## src/rtl/dmac_pkg.sv

```systemverilog
// Shared definitions for the dmac memory-to-memory DMA engine:
// register map, CTRL/STAT bit positions and FSM state encoding.
package dmac_pkg;

    localparam int WIDTH_CNT_DEF = 16;

    localparam logic [2:0] DMAC_SRC_H = 3'd0;
    localparam logic [2:0] DMAC_SRC_L = 3'd1;
    localparam logic [2:0] DMAC_DST_H = 3'd2;
    localparam logic [2:0] DMAC_DST_L = 3'd3;
    localparam logic [2:0] DMAC_CNT_H = 3'd4;
    localparam logic [2:0] DMAC_CNT_L = 3'd5;
    localparam logic [2:0] DMAC_CTRL  = 3'd6;
    localparam logic [2:0] DMAC_FILL  = 3'd7;

    localparam int CTRL_START     = 0;
    localparam int CTRL_FILL      = 1;
    localparam int CTRL_IEN       = 2;
    localparam int CTRL_SRC_FIXED = 3;
    localparam int CTRL_DST_FIXED = 4;
    localparam int CTRL_ABORT     = 7;

    typedef enum logic [2:0] {
        ST_IDLE,
        ST_REQ,
        ST_RD_A,
        ST_RD_D,
        ST_WR,
        ST_FIN
    } dmac_state_e;

endpackage

```

## src/rtl/dmac_regs.sv

```systemverilog
// CPU-facing register file of the dmac: control bits, fill byte, done flag,
// read-back mux and the write-protect that applies while a transfer runs.
module dmac_regs
    import dmac_pkg::*;
(
    input  logic        clk,
    input  logic        rst,
    input  logic [2:0]  ad_i,
    input  logic [7:0]  di_i,
    input  logic        rw_i,
    input  logic        cs_i,
    input  logic        busy_i,
    input  logic        set_done_i,
    input  logic [15:0] src_i,
    input  logic [15:0] dst_i,
    input  logic [15:0] cnt_i,
    output logic [7:0]  do_o,
    output logic [5:0]  ld_o,
    output logic        start_o,
    output logic        abort_o,
    output logic        fill_o,
    output logic        src_fixed_o,
    output logic        dst_fixed_o,
    output logic [7:0]  fill_byte_o,
    output logic        irq_o
);

    logic [4:0] ctrl_q, ctrl_d;
    logic [7:0] fill_q, fill_d;
    logic       done_q, done_d;
    logic       wr_en, ctrl_wr, stat_rd;

    // wr_en only covers idle writes; a busy CTRL write can still abort
    assign wr_en   = cs_i & ~rw_i & ~busy_i;
    assign ctrl_wr = cs_i & ~rw_i & (ad_i == DMAC_CTRL);
    assign stat_rd = cs_i & rw_i & (ad_i == DMAC_CTRL);
    assign start_o = ctrl_wr & ~busy_i & di_i[CTRL_START];
    assign abort_o = ctrl_wr & busy_i & di_i[CTRL_ABORT];

    always_comb begin
        ld_o = '0;
        for (int i = 0; i < 6; i++)
            ld_o[i] = wr_en & (ad_i == 3'(i));
    end

    always_comb begin
        ctrl_d = ctrl_q;
        fill_d = fill_q;
        done_d = done_q;
        if (wr_en && ad_i == DMAC_CTRL) ctrl_d = di_i[4:0];
        if (wr_en && ad_i == DMAC_FILL) fill_d = di_i;
        if (stat_rd || start_o)         done_d = 1'b0;
        // completion wins over a same-cycle STAT read
        if (set_done_i)                 done_d = 1'b1;
    end

    always_ff @(posedge clk or posedge rst) begin
        if (rst) begin
            ctrl_q <= '0;
            fill_q <= '0;
            done_q <= 1'b0;
        end else begin
            ctrl_q <= ctrl_d;
            fill_q <= fill_d;
            done_q <= done_d;
        end
    end

    assign fill_o      = ctrl_q[CTRL_FILL];
    assign src_fixed_o = ctrl_q[CTRL_SRC_FIXED];
    assign dst_fixed_o = ctrl_q[CTRL_DST_FIXED];
    assign fill_byte_o = fill_q;
    assign irq_o       = done_q & ctrl_q[CTRL_IEN];

    always_comb begin
        case (ad_i)
            DMAC_SRC_H: do_o = src_i[15:8];
            DMAC_SRC_L: do_o = src_i[7:0];
            DMAC_DST_H: do_o = dst_i[15:8];
            DMAC_DST_L: do_o = dst_i[7:0];
            DMAC_CNT_H: do_o = cnt_i[15:8];
            DMAC_CNT_L: do_o = cnt_i[7:0];
            DMAC_CTRL:  do_o = {busy_i, done_q, 3'b000, ctrl_q[2:0]};
            DMAC_FILL:  do_o = fill_q;
            default:    do_o = '0;
        endcase
    end

endmodule

```

## src/rtl/dmac.sv

```systemverilog
// dmac top: transfer FSM, address/count counters and the registered
// initiator bus (hold, MAD, MDO, mrw, mvma).
module dmac
    import dmac_pkg::*;
#(
    parameter int WIDTH_CNT = WIDTH_CNT_DEF
) (
    input  logic        clk,
    input  logic        rst,
    input  logic [2:0]  AD,
    input  logic [7:0]  DI,
    output logic [7:0]  DO,
    input  logic        rw,
    input  logic        cs,
    output logic        irq,
    output logic        hold,
    output logic [15:0] MAD,
    output logic [7:0]  MDO,
    input  logic [7:0]  MDI,
    output logic        mrw,
    output logic        mvma
);

    dmac_state_e          state_q, state_d;
    logic [15:0]          src_q, src_d, dst_q, dst_d;
    logic [WIDTH_CNT-1:0] cnt_q, cnt_d;
    logic [15:0]          cnt_w, cnt_rd;
    logic [7:0]           data_q, data_d;
    logic                 hold_q, hold_d, mvma_q, mvma_d, mrw_q, mrw_d;
    logic [15:0]          mad_q, mad_d;
    logic [7:0]           mdo_q, mdo_d;

    logic       busy, start, abort, fill_mode, src_fixed, dst_fixed;
    logic [5:0] ld;
    logic [7:0] fill_byte;

    assign busy   = (state_q != ST_IDLE);
    assign cnt_rd = 16'(cnt_q);

    dmac_regs u_regs (
        .clk         (clk),
        .rst         (rst),
        .ad_i        (AD),
        .di_i        (DI),
        .rw_i        (rw),
        .cs_i        (cs),
        .busy_i      (busy),
        .set_done_i  (state_q == ST_FIN),
        .src_i       (src_q),
        .dst_i       (dst_q),
        .cnt_i       (cnt_rd),
        .do_o        (DO),
        .ld_o        (ld),
        .start_o     (start),
        .abort_o     (abort),
        .fill_o      (fill_mode),
        .src_fixed_o (src_fixed),
        .dst_fixed_o (dst_fixed),
        .fill_byte_o (fill_byte),
        .irq_o       (irq)
    );

    always_ff @(posedge clk or posedge rst) begin
        if (rst) state_q <= ST_IDLE;
        else     state_q <= state_d;
    end

    always_comb begin
        state_d = state_q;
        case (state_q)
            ST_IDLE: if (start) state_d = ST_REQ;
            ST_REQ:  state_d = fill_mode ? ST_WR : ST_RD_A;
            ST_RD_A: state_d = ST_RD_D;
            ST_RD_D: state_d = ST_WR;
            ST_WR: begin
                if (cnt_q == WIDTH_CNT'(1)) state_d = ST_FIN;
                else                        state_d = fill_mode ? ST_WR : ST_RD_A;
            end
            ST_FIN:  state_d = ST_IDLE;
            default: state_d = ST_IDLE;
        endcase
        if (abort && state_q != ST_IDLE && state_q != ST_FIN) state_d = ST_FIN;
    end

    // bus values are computed for the upcoming state so they leave flops
    always_comb begin
        hold_d = (state_d != ST_IDLE);
        mvma_d = 1'b0;
        mrw_d  = 1'b1;
        mad_d  = '0;
        mdo_d  = '0;
        case (state_d)
            ST_RD_A, ST_RD_D: begin
                mvma_d = 1'b1;
                mad_d  = src_d;
            end
            ST_WR: begin
                mvma_d = 1'b1;
                mrw_d  = 1'b0;
                mad_d  = dst_d;
                mdo_d  = fill_mode ? fill_byte : data_d;
            end
            default: ;
        endcase
    end

    always_comb begin
        src_d  = src_q;
        dst_d  = dst_q;
        cnt_w  = cnt_rd;
        data_d = data_q;
        if (ld[DMAC_SRC_H]) src_d[15:8] = DI;
        if (ld[DMAC_SRC_L]) src_d[7:0]  = DI;
        if (ld[DMAC_DST_H]) dst_d[15:8] = DI;
        if (ld[DMAC_DST_L]) dst_d[7:0]  = DI;
        if (ld[DMAC_CNT_H]) cnt_w[15:8] = DI;
        if (ld[DMAC_CNT_L]) cnt_w[7:0]  = DI;
        cnt_d = WIDTH_CNT'(cnt_w);
        if (state_q == ST_RD_D && !abort) data_d = MDI;
        // an aborted write cycle leaves the counters untouched
        if (state_q == ST_WR && !abort) begin
            if (!src_fixed) src_d = src_q + 16'd1;
            if (!dst_fixed) dst_d = dst_q + 16'd1;
            cnt_d = cnt_q - WIDTH_CNT'(1);
        end
    end

    always_ff @(posedge clk or posedge rst) begin
        if (rst) begin
            src_q  <= '0;
            dst_q  <= '0;
            cnt_q  <= '0;
            data_q <= '0;
            hold_q <= 1'b0;
            mvma_q <= 1'b0;
            mrw_q  <= 1'b1;
            mad_q  <= '0;
            mdo_q  <= '0;
        end else begin
            src_q  <= src_d;
            dst_q  <= dst_d;
            cnt_q  <= cnt_d;
            data_q <= data_d;
            hold_q <= hold_d;
            mvma_q <= mvma_d;
            mrw_q  <= mrw_d;
            mad_q  <= mad_d;
            mdo_q  <= mdo_d;
        end
    end

    assign hold = hold_q;
    assign mvma = mvma_q;
    assign mrw  = mrw_q;
    assign MAD  = mad_q;
    assign MDO  = mdo_q;

endmodule

```

## config.mk

```make
export PLATFORM = sky130hd
export DESIGN_NAME = dmac
export DESIGN_NICKNAME = d
export VERILOG_FILES = /design/src/rtl/dmac_pkg.sv /design/src/rtl/dmac_regs.sv /design/src/rtl/dmac.sv
export SDC_FILE = /design/constraint.sdc
export NUM_CORES = 1
export LEC_CHECK = 0
export BUFFER_PORTS_ARGS = -buffer_cell sky130_fd_sc_hd__clkbuf_2
export CAP_MARGIN = 40
export CORE_ASPECT_RATIO = 0.6
export CORE_MARGIN = 10
export CORE_UTILIZATION = 34
export DETAILED_ROUTE_END_ITERATION = 7
export PLACE_DENSITY = 0.52
export SYNTH_ARGS = -nofsm -noshare
export SYNTH_HDL_FRONTEND = slang
export SYNTH_HIERARCHICAL = 1
export SYNTH_SLANG_ARGS = --single-unit
export TNS_END_PERCENT = 1
```

## constraint.sdc

```tcl
create_clock -name clk -period 8.25 [get_ports clk]
set_clock_uncertainty 0.2 [all_clocks]
set_input_delay 1.65 -clock clk [delete_from_list [all_inputs] [get_ports clk]]
set_output_delay 1.65 -clock clk [all_outputs]
set_load 0.01 [all_outputs]
```

# == Yosys cells after proc, flatten, opt, wreduce, memory -nomap -nowiden ==
# Cells that the tools add are included.
# word_totals
memories,0
inputBits,23
ram_bits,0
output_inout_bits,36
latchBits,0
register_bits,100
romBits,0
wordCells,94
# op_classes
reduce_logical,17
eq_ne,17
n_bitwise,18
n_div,0
shifts,0
n_mul,0
add_sub_neg,3
n_lt_le_gt_ge,0
mux,25
# op_table
operator,n
$mux W16,5
$mux W8,9
$pmux W8 S8,1
$add A16 B1 Y16 const B,2
$pmux W16 S2,1
$eq A3 B3 Y1 const B,7
$eq A3 B2 Y1 const B,6
$and A1 B1 Y1,16
$eq A16 B1 Y1 const B,1
$sub A16 B1 Y16 const B,1
$pmux W3 S5,1
$mux W3,4
$eq A3 B1 Y1 const B,2
$logic_and A1 B1 Y1,6
$logic_not A3 Y1,2
$reduce_bool A2 Y1,3
$reduce_bool A3 Y1,2
$mux W1,4
$ne A3 B3 Y1 const B,1
$reduce_or A3 Y1,1
$not A1 Y1,2
$reduce_or A2 Y1,1
$logic_not A1 Y1,1
$logic_or A1 B1 Y1,1

# == Longest topological paths before layout ==
# Gate-level depths: netlist of the first run.
# depth
ltp_word,11
mapped_depth,13
mapped_depth_nobuf,10

# == Cells and area by module ==
# The synthesis of the first run kept the hierarchy.
# modules_own_cells
mod,n_inst,area_each_um2,cells_each,seq_area_each_um2
dmac,1,4494.3,452,2153.3
dmac_regs,1,1203.7,138,350.3

# == Worst setup path after synthesis of the first run ==
# No wires, ideal clock.
# synth_timing
kind,input to output
start,input port AD[0]
end,output port DO[7]
t_arrival_ns,2.643
slack_ns,3.757
stages,5
cell_sequence,buf_2 buf_2 nor2b_1 a32oi_1 a31oi_1
# synth_via
elab_chain_len,2
word_cells_on_any_way,9
cone_classes,eq/ne: 7; mux: 1; reduce/logical: 1
# synth_lines
element,line,rtl
start: declaration,dmac.sv:10,"input logic [2:0] AD,"
$eq A3 B3 Y1 (tied with other cells),dmac_regs.sv:76,case (ad_i)
$pmux W8 S8 (*),dmac_regs.sv:76,
end: declaration,dmac.sv:12,"output logic [7:0] DO,"
# Mark *: on every way between the ends. The rest lies on a longest branch, timed or not.

# == Worst setup path after layout of the first run ==
# layout_timing
start,input port AD[0]
end,output port DO[3]
# Same word-level chain as after synthesis.

==> metrics.txt, run 1 <==
Worst slew margin 41.9%; global-route wire length before repair 30300 microns; CTS tree done; min Tclk post-route 5160 ps; Post-synth EDFFs 0; grt ovf 0; final net count 659; power per cell area 360 nW/um^2; Distinct cells, synth 73; P_leak 2.72 nW; register area share after synthesis 43.9%; Layout Area Growth over Synthesis 13.0%; RSZ-0062 raised after global routing false; Worst IR Drop VDD 0.000120 V; worst skew pair latency 360 ps; Hold Fails Final Rpt 0; CP Capture Type output port; Die H 120 microns; cts hold-fix bufs 0; YS warnings 6; Worst-Margin Slew 865 ps; vias in the first global route 4912; Core Rows 36; hold path startpoint data_q[5]$_DFF_PP0_; Final period util 62.6%; post-synthesis cell count 590; syn nets 617; CTS Sinks 100; initial core utilization 34.8%; IO Count 59; Max Fanout on Critical Path 37; R2R cell count 8; ANT nets after route 0; area of the die 22500 sq um; top_reg_cell synth dfrtp_1; synthesized area per cell 9.66 sq um; gr usage total 17.2%; FFs w/ async S/R, synth 100%; core box area 16400 sq um; # setup viols final 0; port bufs 58; vias 5232; Syn Std Cell Area 5700 sq um; crit start category primary input; diode count 0; CTS Buffer Depth 2; Via-to-Cell Ratio 6.05; 1st-iter DRT viols 734; Hold Path Stages 1; Detailed Place HPWL 14700 microns; WL/cell 23.0 microns; Post-CTS Setup Repair Bufs 0; initial antenna violation count 0; post_cts resized 0; worst path required time 6400 ps; Fin Setup TNS 0 ps; Chip Width 187 microns; share of cells above drive strength 1 20.6%; R2R Setup Slk 4410 ps; GP Congestion 0.906; Crit Path Category primary input to output port; FMAX 0.194 GHz; MaxCap Viol Count 0; Hold WC Path Type flop to flop; RR Startpoint state_q[1]$_DFF_PP0_; htree depth 3; Num CTS Buffers 9; Placed Cells 849; Slew Limit Fails 0; number of remaining DRC errors 0; Hold EP data_q[5]$_DFF_PP0_; hold_ws 305 ps; Worst-path clk slew 80 ps; final wirelength 19900 microns; Critical R2R Capture MAD[14]$_DFF_PP0_; Crit path arrival time 3310 ps; Layout Cells excl Fill 865; status finished, final reports clean; detailed-router iteration count before antenna repair 6; largest net degree at the start of global routing 54; clk root buf clkbuf_16; Yosys reg bits 100
## per-layer routing
metal / vias to the layer above / global-route usage [%] / routed length, microns
met1: 2598 / 26.6 / 9680
met2: 301 / 22.6 / 7750
li1: 2309 / - / -
met5: - / 0 / 0
met4: 0 / 4.56 / 300
met3: 24 / 4.42 / 2180
## final cells by class
| type | instances | area (sq um) |
|---|---|---|
| clock inverter | 6 | 55.1 |
| clock buffer | 10 | 239 |
| multi-input combinational | 439 | 2960 |
| inverter | 21 | 80.1 |
| tap | 228 | 285 |
| timing repair buffer | 61 | 313 |
| sequential | 100 | 2500 |
| fill | 1624 | 9910 |
## cell usage after synthesis (11+ instances only)
| cell type | number | area [sq um] |
|---|---|---|
| a21oi_1 | 30 | 150 |
| a22o_1 | 14 | 123 |
| nor3_1 | 17 | 85.1 |
| o221a_2 | 11 | 124 |
| inv_1 | 19 | 71.3 |
| o21ai_0 | 23 | 115 |
| nor2_1 | 62 | 233 |
| nand3_1 | 31 | 155 |
| mux2_2 | 21 | 236 |
| clkbuf_1 | 13 | 48.8 |
| mux2i_1 | 20 | 200 |
| nand2_1 | 31 | 116 |
| nand2b_1 | 13 | 81.3 |
| nor4_1 | 12 | 75.1 |
| a211oi_1 | 13 | 97.6 |
| dfrtp_1 | 99 | 2480 |
## stage by stage
step / setup WS [ps] / power (mW) / utilization (%) / area (sq um)
after detailed placement: 3140 / 1.87 / 37.6 / 6140
after global placement: 2760 / 1.85 / 37.5 / 6140
after floorplan: 3760 / 1.52 / - / 5700
after global routing: 3000 / 2.45 / 39.4 / 6440
final: 3090 / 2.32 / 39.4 / 6440
after CTS: 3130 / 2.31 / 39.4 / 6440
## worst max path at each step
stage          start               end  slack (ps)
2_1_floorplan  AD[0]             DO[7]        3760
3_3_place_gp   AD[1]  MAD[9]$_DFF_PP0_        2760
3_5_place_dp   AD[0]             DO[3]        3140
4_1_cts        AD[0]             DO[3]        3130
5_1_grt        AD[0]             DO[1]        3000
6_report       AD[0]             DO[3]        3090
## logic make-up after synthesis
group	synth area share (%)
AOI/OAI and AO/OA	19.5
xor gates and xnor gates	0.154
adders and majority gates	0.878
buffers and inverters	4.08
DFF	43.9
muxes	8.06
and+or+nand+nor	23.4
## state kept, by name, indices dropped and copies added (netlist names)
| name | cells |
|---|---|
| MAD | 16 |
| cnt_q | 16 |
| dst_q | 16 |
| src_q | 16 |
| MDO | 8 |
| data_q | 8 |
| u_regs/fill_byte_o | 8 |
| u_regs/ctrl_q | 5 |
| state_q | 3 |
| hold | 1 |
| mrw | 1 |
| mvma | 1 |
| u_regs/done_q | 1 |
## power breakdown
part           switching, mW  total, mW  internal (mW)
sequential             0.292      0.996          0.703
clock                  0.215      0.434          0.219
combinational          0.516      0.886          0.370
total                   1.02       2.32           1.29
## critical path: stages
cell and delay [ps]:
clkbuf_2 630, mux4_2 670, nor2_1 120, a21oi_1 60
clkbuf_2 160
## layout by cell type, fill, tap and decap left out, types with 3 or more instances in the layout
cell	n
a21o_1	5
o21ai_0	23
a211oi_1	13
a31oi_1	6
nor3b_1	6
buf_4	3
nor2b_1	7
a22o_1	14
nand4_1	8
inv_1	18
nor2_1	62
nor4_1	12
ha_1	4
dfrtp_1	99
nand3_1	31
mux2i_1	20
or3_1	5
nand2b_1	13
and2_1	4
nand2_1	31
o31ai_1	4
o22ai_1	3
nor3_1	17
a21oi_1	30
a311oi_1	7
o211ai_1	8
or4_1	3
a22oi_1	4
o221a_2	11
mux2_2	21
o32ai_1	3
clkbuf_16	9
and3_1	10
nand3b_1	7
clkbuf_2	58
Power figures use the tool's default switching activity.
==> run 2, diff against run 1 <==
--- a/config.mk
+++ b/config.mk
@@ -11,7 +11,7 @@
 export CORE_MARGIN = 10
 export CORE_UTILIZATION = 34
 export DETAILED_ROUTE_END_ITERATION = 7
-export PLACE_DENSITY = 0.52
+export PLACE_DENSITY = 0.54
 export SYNTH_ARGS = -nofsm -noshare
 export SYNTH_HDL_FRONTEND = slang
 export SYNTH_HIERARCHICAL = 1
==> constraint.sdc (replaced) <==
create_clock -name clk -period 4.2 [get_ports clk]
set_clock_uncertainty 0.2 [all_clocks]
set_input_delay 0.84 -clock clk [delete_from_list [all_inputs] [get_ports clk]]
set_output_delay 0.84 -clock clk [all_outputs]
set_load 0.01 [all_outputs]
==> run 2 against run 1 <==
  * Total power up 96%
  * Sequential share of layout area down 0.50 points
  * Worst setup slack worse by 2500 ps
==> metrics.txt, run 2 (synthesis results as in run 1) <==
status finished, final reports clean; worst skew pair latency 360 ps; MaxCap Viol Count 0; vias 5382; Layout Area Growth over Synthesis 14.4%; grt ovf 0; gr usage total 17.6%; crit start category flop; Worst IR Drop VDD 0.000287 V; global-route wire length before repair 30900 microns; FMAX 0.278 GHz; share of cells above drive strength 1 21.9%; post_cts resized 0; largest net degree at the start of global routing 49; diode count 0; Worst-Margin Slew 769 ps; worst path required time 4290 ps; Die H 120 microns; initial core utilization 34.8%; vias in the first global route 4952; number of remaining DRC errors 0; clk root buf clkbuf_16; combinational share of power 38.9%; NetSw 2.01 mW; Slew Limit Fails 0; Via-to-Cell Ratio 6.14; htree depth 3; Hold WC Path Type flop to flop; IO Count 59; hold_ws 303 ps; power per cell area 697 nW/um^2; final net count 670; port bufs 58; Chip Width 187 microns; CTS Buffer Depth 2; Worst slew margin 48.7%; Worst-path clk slew 80 ps; GP Congestion 0.923; clock share of power 18.3%; DP Area 6240 sq um; WL/cell 23.1 microns; most common cell after layout, fill and taps aside dfrtp_1; CTS tree done; Detailed Place HPWL 14900 microns; P_leak 2.77 nW; Final period util 85.7%; commonest cells after routing, fill and taps aside dfrtp_1, nor2_1, clkbuf_2; final wirelength 20300 microns; fin area 6520 sq um; Crit Path Category flop to flop; detailed-router iteration count before antenna repair 5; initial antenna violation count 0; Crit path arrival time 3690 ps; Fin Setup TNS 0 ps; area of the die 22500 sq um; Hold Path Stages 1; # setup viols final 0; Num CTS Buffers 9; ANT nets after route 0; R2R cell count 8; Post-CTS Setup Repair Bufs 0; RSZ-0062 raised after global routing false; core box area 16400 sq um; Max Fanout on Critical Path 17; Hold Fails Final Rpt 0; 1st-iter DRT viols 713; Core Rows 36; cts hold-fix bufs 0; Reg power frac 42.8%; P_int 2.54 mW; CTS Sinks 100; switching part of the total power 44.2%; CP Capture Type flop; min Tclk post-route 3600 ps
==> run 2: cell types whose count changed in the layout (fill, tap and decap cells not counted), sizes merged <==
cell,change
buf,+11
clkbuf,-1
clkinv,+1
==> run 2: power by group through the flow <==
stage                     Sequential [mW]  Combinational [mW]  Clock, mW
final                                1.94                1.77      0.833
after global routing                 1.99                1.94      0.887
after CTS                            1.92                1.77      0.861
after detailed placement             1.93                1.76          0
after global placement               1.94                1.73          0
after floorplan                      1.72                1.26          0
==> run 2: metrics by stage <==
step           total power, mW  utilization [%]  worst slack (ps)  std cells
6_report                  4.55             39.9               599        876
5_1_grt                   4.82             39.9               347        876
4_1_cts                   4.55             39.9               639        876
3_5_place_dp              3.69             38.2               590        860
3_3_place_gp              3.67             38.2               570        860
2_1_floorplan             2.98                -               673        590
==> run 2: cell type report <==
class                      count  area (sq um)
tap                          228           285
clock inverter                 7          57.6
multi-input combinational    439          2960
fill                        1618          9830
clock buffer                   9           225
sequential                   100          2500
timing repair buffer          72           408
inverter                      21          80.1
==> run 2: final timing paths <==
| check | from | endpoint | slack [ps] |
|---|---|---|---|
| max | state_q[1]$_DFF_PP0_ | MAD[14]$_DFF_PP0_ | 600 |
| min | data_q[6]$_DFF_PP0_ | data_q[6]$_DFF_PP0_ | 300 |
| max reg2reg | state_q[1]$_DFF_PP0_ | MAD[14]$_DFF_PP0_ | 600 |
| min reg2reg | data_q[6]$_DFF_PP0_ | data_q[6]$_DFF_PP0_ | 300 |
| max in group asynchronous | rst | mrw$_DFF_PP1_ | 2640 |
| min in group asynchronous | rst | u_regs/ctrl_q[2]$_DFFE_PP0P_ | 330 |
==> run 2: worst max-delay path: stages, from the launching register on <==
cell and delay [ps]:
dfrtp_1 480, or3_1 490, nand4b_1 140, nor3_1 110, or4b_4 710, o21ai_0 550, nor2_1 90, a211oi_1 530
a22o_1 230
==> run 2: layer usage <==
layer | track usage, % | routed length (microns) | vias to the layer above
li1 | - | - | 2331
met2 | 23.4 | 7970 | 309
met4 | 3.36 | 238 | 0
met3 | 4.25 | 2010 | 22
met5 | 0 | 0 | -
met1 | 27.4 | 10000 | 2720
